$ cat config.mk
export PLATFORM = sky130hd
export DESIGN_NAME = frontend_packet_queue_flat
export DESIGN_NICKNAME = d
export VERILOG_FILES = /design/src/rtl/frontend_packet_queue_if.sv /design/src/rtl/frontend_packet_queue.sv /design/src/flat_wrapper.sv
export SDC_FILE = /design/constraint.sdc
export NUM_CORES = 1
export LEC_CHECK = 0
export ABC_CLOCK_PERIOD_IN_PS = 16870
export CAP_MARGIN = 5
export CORE_MARGIN = 4
export CORE_UTILIZATION = 35
export CTS_BUF_LIST = sky130_fd_sc_hd__clkbuf_4
export DETAILED_ROUTE_END_ITERATION = 12
export PLACE_DENSITY = 0.58
export SYNTH_ARGS = -nofsm -noshare
export SYNTH_HDL_FRONTEND = slang
export SYNTH_SLANG_ARGS = --single-unit
$ cat constraint.sdc
create_clock -name clk -period 16.87 [get_ports clk]
set_input_delay 3.374 -clock clk [delete_from_list [all_inputs] [get_ports clk]]
set_output_delay 3.374 -clock clk [all_outputs]
set_load 0.005 [all_outputs]
$ cat src/rtl/frontend_packet_queue_if.sv
// Enqueue/dequeue handshake bundle for frontend_packet_queue.
// master = producer/consumer side, slave = the queue itself.
interface frontend_packet_queue_if #(
    parameter int unsigned WIDTH = 64
);
    logic             enq_valid;
    logic             enq_ready;
    logic [WIDTH-1:0] enq_data;
    logic             deq_valid;
    logic             deq_ready;
    logic [WIDTH-1:0] deq_data;

    modport master (
        output enq_valid, enq_data, deq_ready,
        input  enq_ready, deq_valid, deq_data
    );

    modport slave (
        input  enq_valid, enq_data, deq_ready,
        output enq_ready, deq_valid, deq_data
    );
endinterface

$ cat src/rtl/frontend_packet_queue.sv
// In-order valid/ready decoupling queue between frontend pipeline stages,
// with flush, optional empty-queue bypass and an almost-full indication.
module frontend_packet_queue #(
    parameter int unsigned WIDTH     = 64,
    parameter int unsigned DEPTH     = 8,
    parameter int unsigned BYPASS    = 0,
    parameter int unsigned AF_THRESH = DEPTH - 2
) (
    input  logic                         clk,
    input  logic                         rst,
    input  logic                         flush,
    frontend_packet_queue_if.slave       pq,
    output logic [$clog2(DEPTH+1)-1:0]   count,
    output logic                         almost_full
);
    localparam int unsigned PW = $clog2(DEPTH);
    localparam int unsigned CW = $clog2(DEPTH + 1);
    localparam logic [CW-1:0] FULL_CNT = CW'(DEPTH);
    localparam logic [CW-1:0] AF_CNT   = CW'(AF_THRESH);

    logic [WIDTH-1:0] mem [DEPTH];
    logic [PW-1:0]    wr_ptr;
    logic [PW-1:0]    rd_ptr;

    logic             empty;
    logic             full;
    logic             bypass_empty;
    logic             enq_rdy;
    logic             deq_vld;
    logic [WIDTH-1:0] head_data;
    logic             enq_fire;
    logic             deq_fire;
    logic             pass_through;
    logic             do_wr;
    logic             do_rd;

    always_comb begin
        empty        = (count == '0);
        full         = (count == FULL_CNT);
        bypass_empty = (BYPASS != 0) && empty;

        // enq_ready depends only on registered count, never on deq_ready
        enq_rdy = ~full & ~flush & ~rst;

        if (bypass_empty) begin
            deq_vld   = pq.enq_valid & ~flush & ~rst;
            head_data = pq.enq_data;
        end else begin
            deq_vld   = ~empty & ~flush & ~rst;
            head_data = mem[rd_ptr];
        end

        enq_fire     = pq.enq_valid & enq_rdy;
        deq_fire     = deq_vld & pq.deq_ready;
        // A bypassed packet consumed the same cycle never touches storage
        pass_through = bypass_empty & deq_fire;
        do_wr        = enq_fire & ~pass_through;
        do_rd        = deq_fire & ~bypass_empty;

        almost_full  = (count >= AF_CNT);
    end

    assign pq.enq_ready = enq_rdy;
    assign pq.deq_valid = deq_vld;
    assign pq.deq_data  = deq_vld ? head_data : '0;

    always_ff @(posedge clk) begin
        if (rst || flush) begin
            wr_ptr <= '0;
            rd_ptr <= '0;
            count  <= '0;
        end else begin
            if (do_wr) begin
                wr_ptr <= wr_ptr + PW'(1);
            end
            if (do_rd) begin
                rd_ptr <= rd_ptr + PW'(1);
            end
            case ({do_wr, do_rd})
                2'b10:   count <= count + CW'(1);
                2'b01:   count <= count - CW'(1);
                default: count <= count;
            endcase
        end
    end

    // Storage is intentionally left uncleared by rst/flush
    always_ff @(posedge clk) begin
        if (do_wr) begin
            mem[wr_ptr] <= pq.enq_data;
        end
    end
endmodule
$ cat src/flat_wrapper.sv
// flat-port wrapper written by rule: the top's interface ports become plain ports
module frontend_packet_queue_flat 
#(
    parameter int unsigned WIDTH     = 64,
    parameter int unsigned DEPTH     = 8,
    parameter int unsigned BYPASS    = 0,
    parameter int unsigned AF_THRESH = DEPTH - 2
)
  (clk, rst, flush, count, almost_full, pq_enq_valid, pq_enq_data, pq_deq_ready, pq_enq_ready, pq_deq_valid, pq_deq_data);
  frontend_packet_queue_if #(.WIDTH(WIDTH)) pq_i ();
  input  logic clk;
  input  logic rst;
  input  logic flush;
  output logic [$clog2(DEPTH+1)-1:0] count;
  output logic almost_full;
  input wire logic [$bits(pq_i.enq_valid)-1:0] pq_enq_valid;
  input wire logic [$bits(pq_i.enq_data)-1:0] pq_enq_data;
  input wire logic [$bits(pq_i.deq_ready)-1:0] pq_deq_ready;
  output wire logic [$bits(pq_i.enq_ready)-1:0] pq_enq_ready;
  output wire logic [$bits(pq_i.deq_valid)-1:0] pq_deq_valid;
  output wire logic [$bits(pq_i.deq_data)-1:0] pq_deq_data;
  assign pq_i.enq_valid = pq_enq_valid;
  assign pq_i.enq_data = pq_enq_data;
  assign pq_i.deq_ready = pq_deq_ready;
  assign pq_enq_ready = pq_i.enq_ready;
  assign pq_deq_valid = pq_i.deq_valid;
  assign pq_deq_data = pq_i.deq_data;
  frontend_packet_queue #(.WIDTH(WIDTH), .DEPTH(DEPTH), .BYPASS(BYPASS), .AF_THRESH(AF_THRESH)) u_core (.clk(clk), .rst(rst), .flush(flush), .pq(pq_i), .count(count), .almost_full(almost_full));
endmodule
# Word-level counts from Yosys, hierarchy flattened
# Memories as Yosys holds them, arrays and structs flattened. A register that Yosys moved wholly into a read port is not among the register bits.
# Index checks and enable logic that the tools add are counted.
[totals] word_cells=31 out_inout_bits=71 memories=1 inputBits=69 ram_bits=512 register_bits=10
[op_classes] eq_ne=3 mux=6 bitwise_logic=10 n_reduce_logical=3 order_cmp=1 add_sub_neg=4
[mem_list] name="u_core.mem" words=8 word_bits=64 read_ports=1 rd_ports_with_merged_regs=1 wr=1 line_no="frontend_packet_queue.sv:21" text="logic [WIDTH-1:0] mem [DEPTH];"
[op_table] op="64-bit two-way mux" n=1
[op_table] op="4-bit case mux with 2 select lines" n=1
[op_table] op="3-bit by 1-bit adder with 3-bit output (second input constant)" n=2
[op_table] op="1-bit AND" n=6
[op_table] op="3-bit two-way mux" n=2
[op_table] op="4-bit by 1-bit adder with 4-bit output (second input constant)" n=1
[op_table] op="4-bit equality test (second input constant)" n=1
[op_table] op="4-bit by 3-bit greater-or-equal comparator with 1-bit output (second input constant)" n=1
[op_table] op="4-bit zero test" n=1
[op_table] op="1-bit inverter" n=4
[op_table] op="4-bit by 1-bit subtractor with 4-bit output (second input constant)" n=1
[op_table] op="2-bit by 1-bit equality test with 1-bit output (second input constant)" n=1
[op_table] op="2-bit equality test (second input constant)" n=1
[op_table] op="1-bit two-way mux" n=2
[op_table] op="2-bit nonzero test" n=1
[op_table] op="1-bit logical OR" n=1

# Depth between registers and ports, before layout
[logic_depth] ltp_word=7 ltp_mapped=13 ltp_nobuf=11

# Worst setup path after synthesis
# Ideal clock, no wire load.
[synth_path] kind="input to register" start="in flush" end="mem u_core.mem[3][0] (enable)" arrival_time_ps=8352 cell_stages=4 setup_time_ps=565 setup_slack_ps=7954 path_cell_list="nor2_2 > and2_4 > nand2_1 > nor3_1"
[synth_between] elab_chain_len=6
[synth_rtl] item="start, declared" line_no="flat_wrapper.sv:13" text="input logic flush;"
[synth_rtl] item="1-bit inverter" line_no="frontend_packet_queue.sv:43" text="enq_rdy = ~full & ~flush & ~rst;"
[synth_rtl] item="1-bit AND (2 in a row)" line_no="frontend_packet_queue.sv:43"
[synth_rtl] item="via pq_enq_ready" line_no="flat_wrapper.sv:19" text="output wire logic [$bits(pq_i.enq_ready)-1:0] pq_enq_ready;"
[synth_rtl] item="1-bit AND" line_no="frontend_packet_queue.sv:53" text="enq_fire = pq.enq_valid & enq_rdy;"
[synth_rtl] item="1-bit two-way mux" line_no="frontend_packet_queue.sv:89" text="if (do_wr) begin"
[synth_rtl] item="1-bit two-way mux (implied by the code)" line_no="frontend_packet_queue.sv:90" text="mem[wr_ptr] <= pq.enq_data;"
[synth_rtl] item="end, declared" line_no="frontend_packet_queue.sv:21"
# The timed path passes the listed nets, and every way through them passes these cells.

# Final worst setup path
[layout_path] start="in flush" end="out pq_deq_data[15]"
[layout_between] elab_chain_len=4
[layout_rtl] item="1-bit inverter" line_no="frontend_packet_queue.sv:49" text="deq_vld = ~empty & ~flush & ~rst;"
[layout_rtl] item="1-bit AND (2 in a row)" line_no="frontend_packet_queue.sv:49"
[layout_rtl] item="64-bit two-way mux" line_no="frontend_packet_queue.sv:65" text="assign pq.deq_data = deq_vld ? head_data : '0;"
[layout_rtl] item="end, declared" line_no="flat_wrapper.sv:21" text="output wire logic [$bits(pq_i.deq_data)-1:0] pq_deq_data;"
# Every way passes these cells.

==> flow_summary.ini <==
[setup_path]
crit_path_max_incr_delay_ns = 0.57
worst_path_most_repeated_cell = clkdlybuf4s50_1
r2r-start = u_core.count[1]$_SDFFE_PP0P_
path_class = in -> out
arrival_ns = 5.80
end_kind = output pin
reg2reg_slack_ns = 13.71
slowest_stage = clkdlybuf4s50_1
path_cells = clkdlybuf4s50_1 > nor2_2 > nand2b_4 > nor2_1 > clkdlybuf4s50_1
crit_fanout = 65
cp_num_buf_inv = 2
r2r-end = u_core.count[2]$_SDFFE_PP0P_
required_ns = 13.50
start_kind = primary input
critPathTopFamily = simple AND/OR/NAND/NOR gates
ff2ff_path_depth = 11

[yosys]
ys_warn_count = 0
synth_top_area_cell = edfxtp_1
ys_seq_elements = 525
synthDistinctLibCells = 31
ys_seq_area_share_pct = 77.6
syn_avg_cell_area_um2 = 22.6
synth.cell_area_um2 = 20100
netlist_instances = 891
synth_area_leaders = edfxtp_1, mux4_2, mux2i_1, nor2_1, dfxtp_1
ys.flop_type = edfxtp_1
synth_top_area_share_pct = 76.3
async_flop_share_pct = 0
syn_nets = 965
synth-edff-count = 512

[cts]
cts_hold_buf = 0
root_buffer = clkbuf_4
cts.path.max_buffers = 3
ctsHtreeMaxLevel = 4
clock_latency_ns = 0.89
cts_tree = done
cts_sinks = 525
path_clk_slew_ns = 0.05
postCtsSetupRepairBufs = 0
cts_buffers = 137
post_cts_resized = 0

[detailed_routing]
drc = 0
wl_per_cell_um = 21.2
wl_mm = 42.3
drt_first_pass_iters = 4
drtIter0Drc = 551
antenna_left = 0
via_per_inst = 4.80
vias = 9577

[timing]
finalCritPeriodShare_pct = 54.4
setup_violations = 0
finClkSkew_ns = 0.0370
max_freq_mhz = 109
maxSlewHeadroom_pct = 28.4
finalSetupTns_ns = 0
final-max-slew-violation-count = 0
period_needed_ns = 9.18
holdWs_ns = 0.456
tightestPinTransition_ns = 1.07
rsz0062_at_grt = false
hold_violations = 0

[floorplanning]
die_h_um = 248
io_pins = 140
row_count = 87
dieArea_um2 = 61500
die_w_um = 248
core_area_um2 = 56700
start_util_pct = 35.5

[pwr]
pwr_density_cell_nw_per_um2 = 107
leakagePower_uw = 0.00738
vdd_ir_drop_max_v = 0.0000404

[place]
port-buffer-count = 139
dp_hpwl_mm = 21.7
place_congestion = 0.700

[finish]
postLayoutCoreUtil_pct = 42.5
syn2layout_area_growth_pct = 19.6
drive_above_1_share_pct = 30.5
num-nets-final = 1215

[hold_path]
hold_path_depth = 1
hold_class = reg -> reg
hold_start = u_core.rd_ptr[2]$_SDFFE_PP0N_

[grt]
antenna_found_initial = 5
grt_pass1_vias = 10700
grt_use_total_pct = 14.3
grt.overflow.total = 0
grt_pass1_wl_mm = 64.0
grt_max_degree = 66

[run_status]
status = finished clean

[flow_run]
cap_viol_max_count = 0
[logic make-up after synthesis]
logic type	share of synthesized area (%)
mux	17.7
xor+xnor	0.174
compound gates	0.230
buf+inv	1.60
fa+ha+maj	0.311
flops	77.6
simple gates	2.33
[cell usage in the layout (no fill, tap or decap), drive strengths merged, types with 5 or more instances in the layout]
master         netlist  layout
dfxtp               13      13
inv                  1       6
nand2                9       9
diode                0       5
ha                   5       5
nor2                73      73
mux4               128     128
edfxtp             512     512
clkinv               0      22
clkbuf               2     204
clkdlybuf4s50        0     139
buf                 42      16
mux2i               69      69
nand3                7       7
[registers in the layout (all words and copies together), names as in the netlist, named ones only]
name and flops:
u_core.count 4, u_core.mem 512, u_core.wr_ptr 3, u_core.rd_ptr 3
[per-stage QoR]
step                      std cells  power, µW  worst slack, ns  cell area [µm²]
after floorplan                 891       1480             7.95            20100
after global placement         1758       1520             7.73            22400
after detailed placement       1758       1520             7.68            22400
after CTS                      1992       2620             7.68            24100
after global routing           1994       2700             7.44            24100
final                          1997       2570             7.69            24100
[cell usage after synthesis (all sizes together) (2+ instances only)]
master	n
nand3	7
mux2i	69
mux4	128
xor2	4
nand2b	4
dfxtp	13
or3	2
a21oi	2
nor3	4
and2	2
edfxtp	512
o21ai	4
ha	5
buf	42
nand2	9
nor2	73
clkbuf	2
[worst register-to-register path, delay by kind of cell (launching register included)]
kind                     cells  cell delay (ns)
XOR/XNOR                     2             0.26
buffers and inverters        1             0.12
adder cells (fa/ha/maj)      2             0.49
flip-flops                   1             0.39
AND/OR/NAND/NOR              4             1.54
AO/OA/AOI/OAI                2             0.29
[final cells by class]
| class | instances | area (µm²) |
|---|---|---|
| diodes | 5 | 12.5 |
| clock buffers | 204 | 1530 |
| clock inverters | 30 | 194 |
| fillers | 5029 | 32600 |
| inverters | 1 | 3.75 |
| multi-input cells | 321 | 4240 |
| flip-flops and latches | 525 | 15600 |
| well taps | 756 | 946 |
| repair buffers | 155 | 1510 |
[worst max path at each step]
stage,start,end,slack (ns),cells past startpoint
after floorplan,flush,u_core.mem[3][0]$_DFFE_PP_,7.95,4
after global placement,flush,pq_deq_data[15],7.73,5
after detailed placement,flush,pq_deq_data[15],7.68,5
after CTS,flush,pq_deq_data[15],7.68,5
after global routing,flush,pq_deq_data[15],7.44,5
final,flush,pq_deq_data[15],7.69,5
[per-layer routing]
layer  share of wire, %  global-route usage (%)  vias up  routed length (µm)
met5              0.076                       0        -                  32
met4                1.6                    5.34        4                 689
met3                5.9                    4.81       65                2480
met2                 49                    22.5      243               20700
met1                 43                    18.4     4964               18400
li1                   -                       -     4301                   -
[where the power goes]
| group | total [µW] | internal, µW | switching [µW] |
|---|---|---|---|
| combinational | 54.5 | 25.1 | 29.4 |
| sequential | 1440 | 1440 | 2.16 |
| clock | 1080 | 595 | 484 |
| total | 2570 | 2060 | 515 |
No activity file was read; power rests on OpenSTA's default activity.
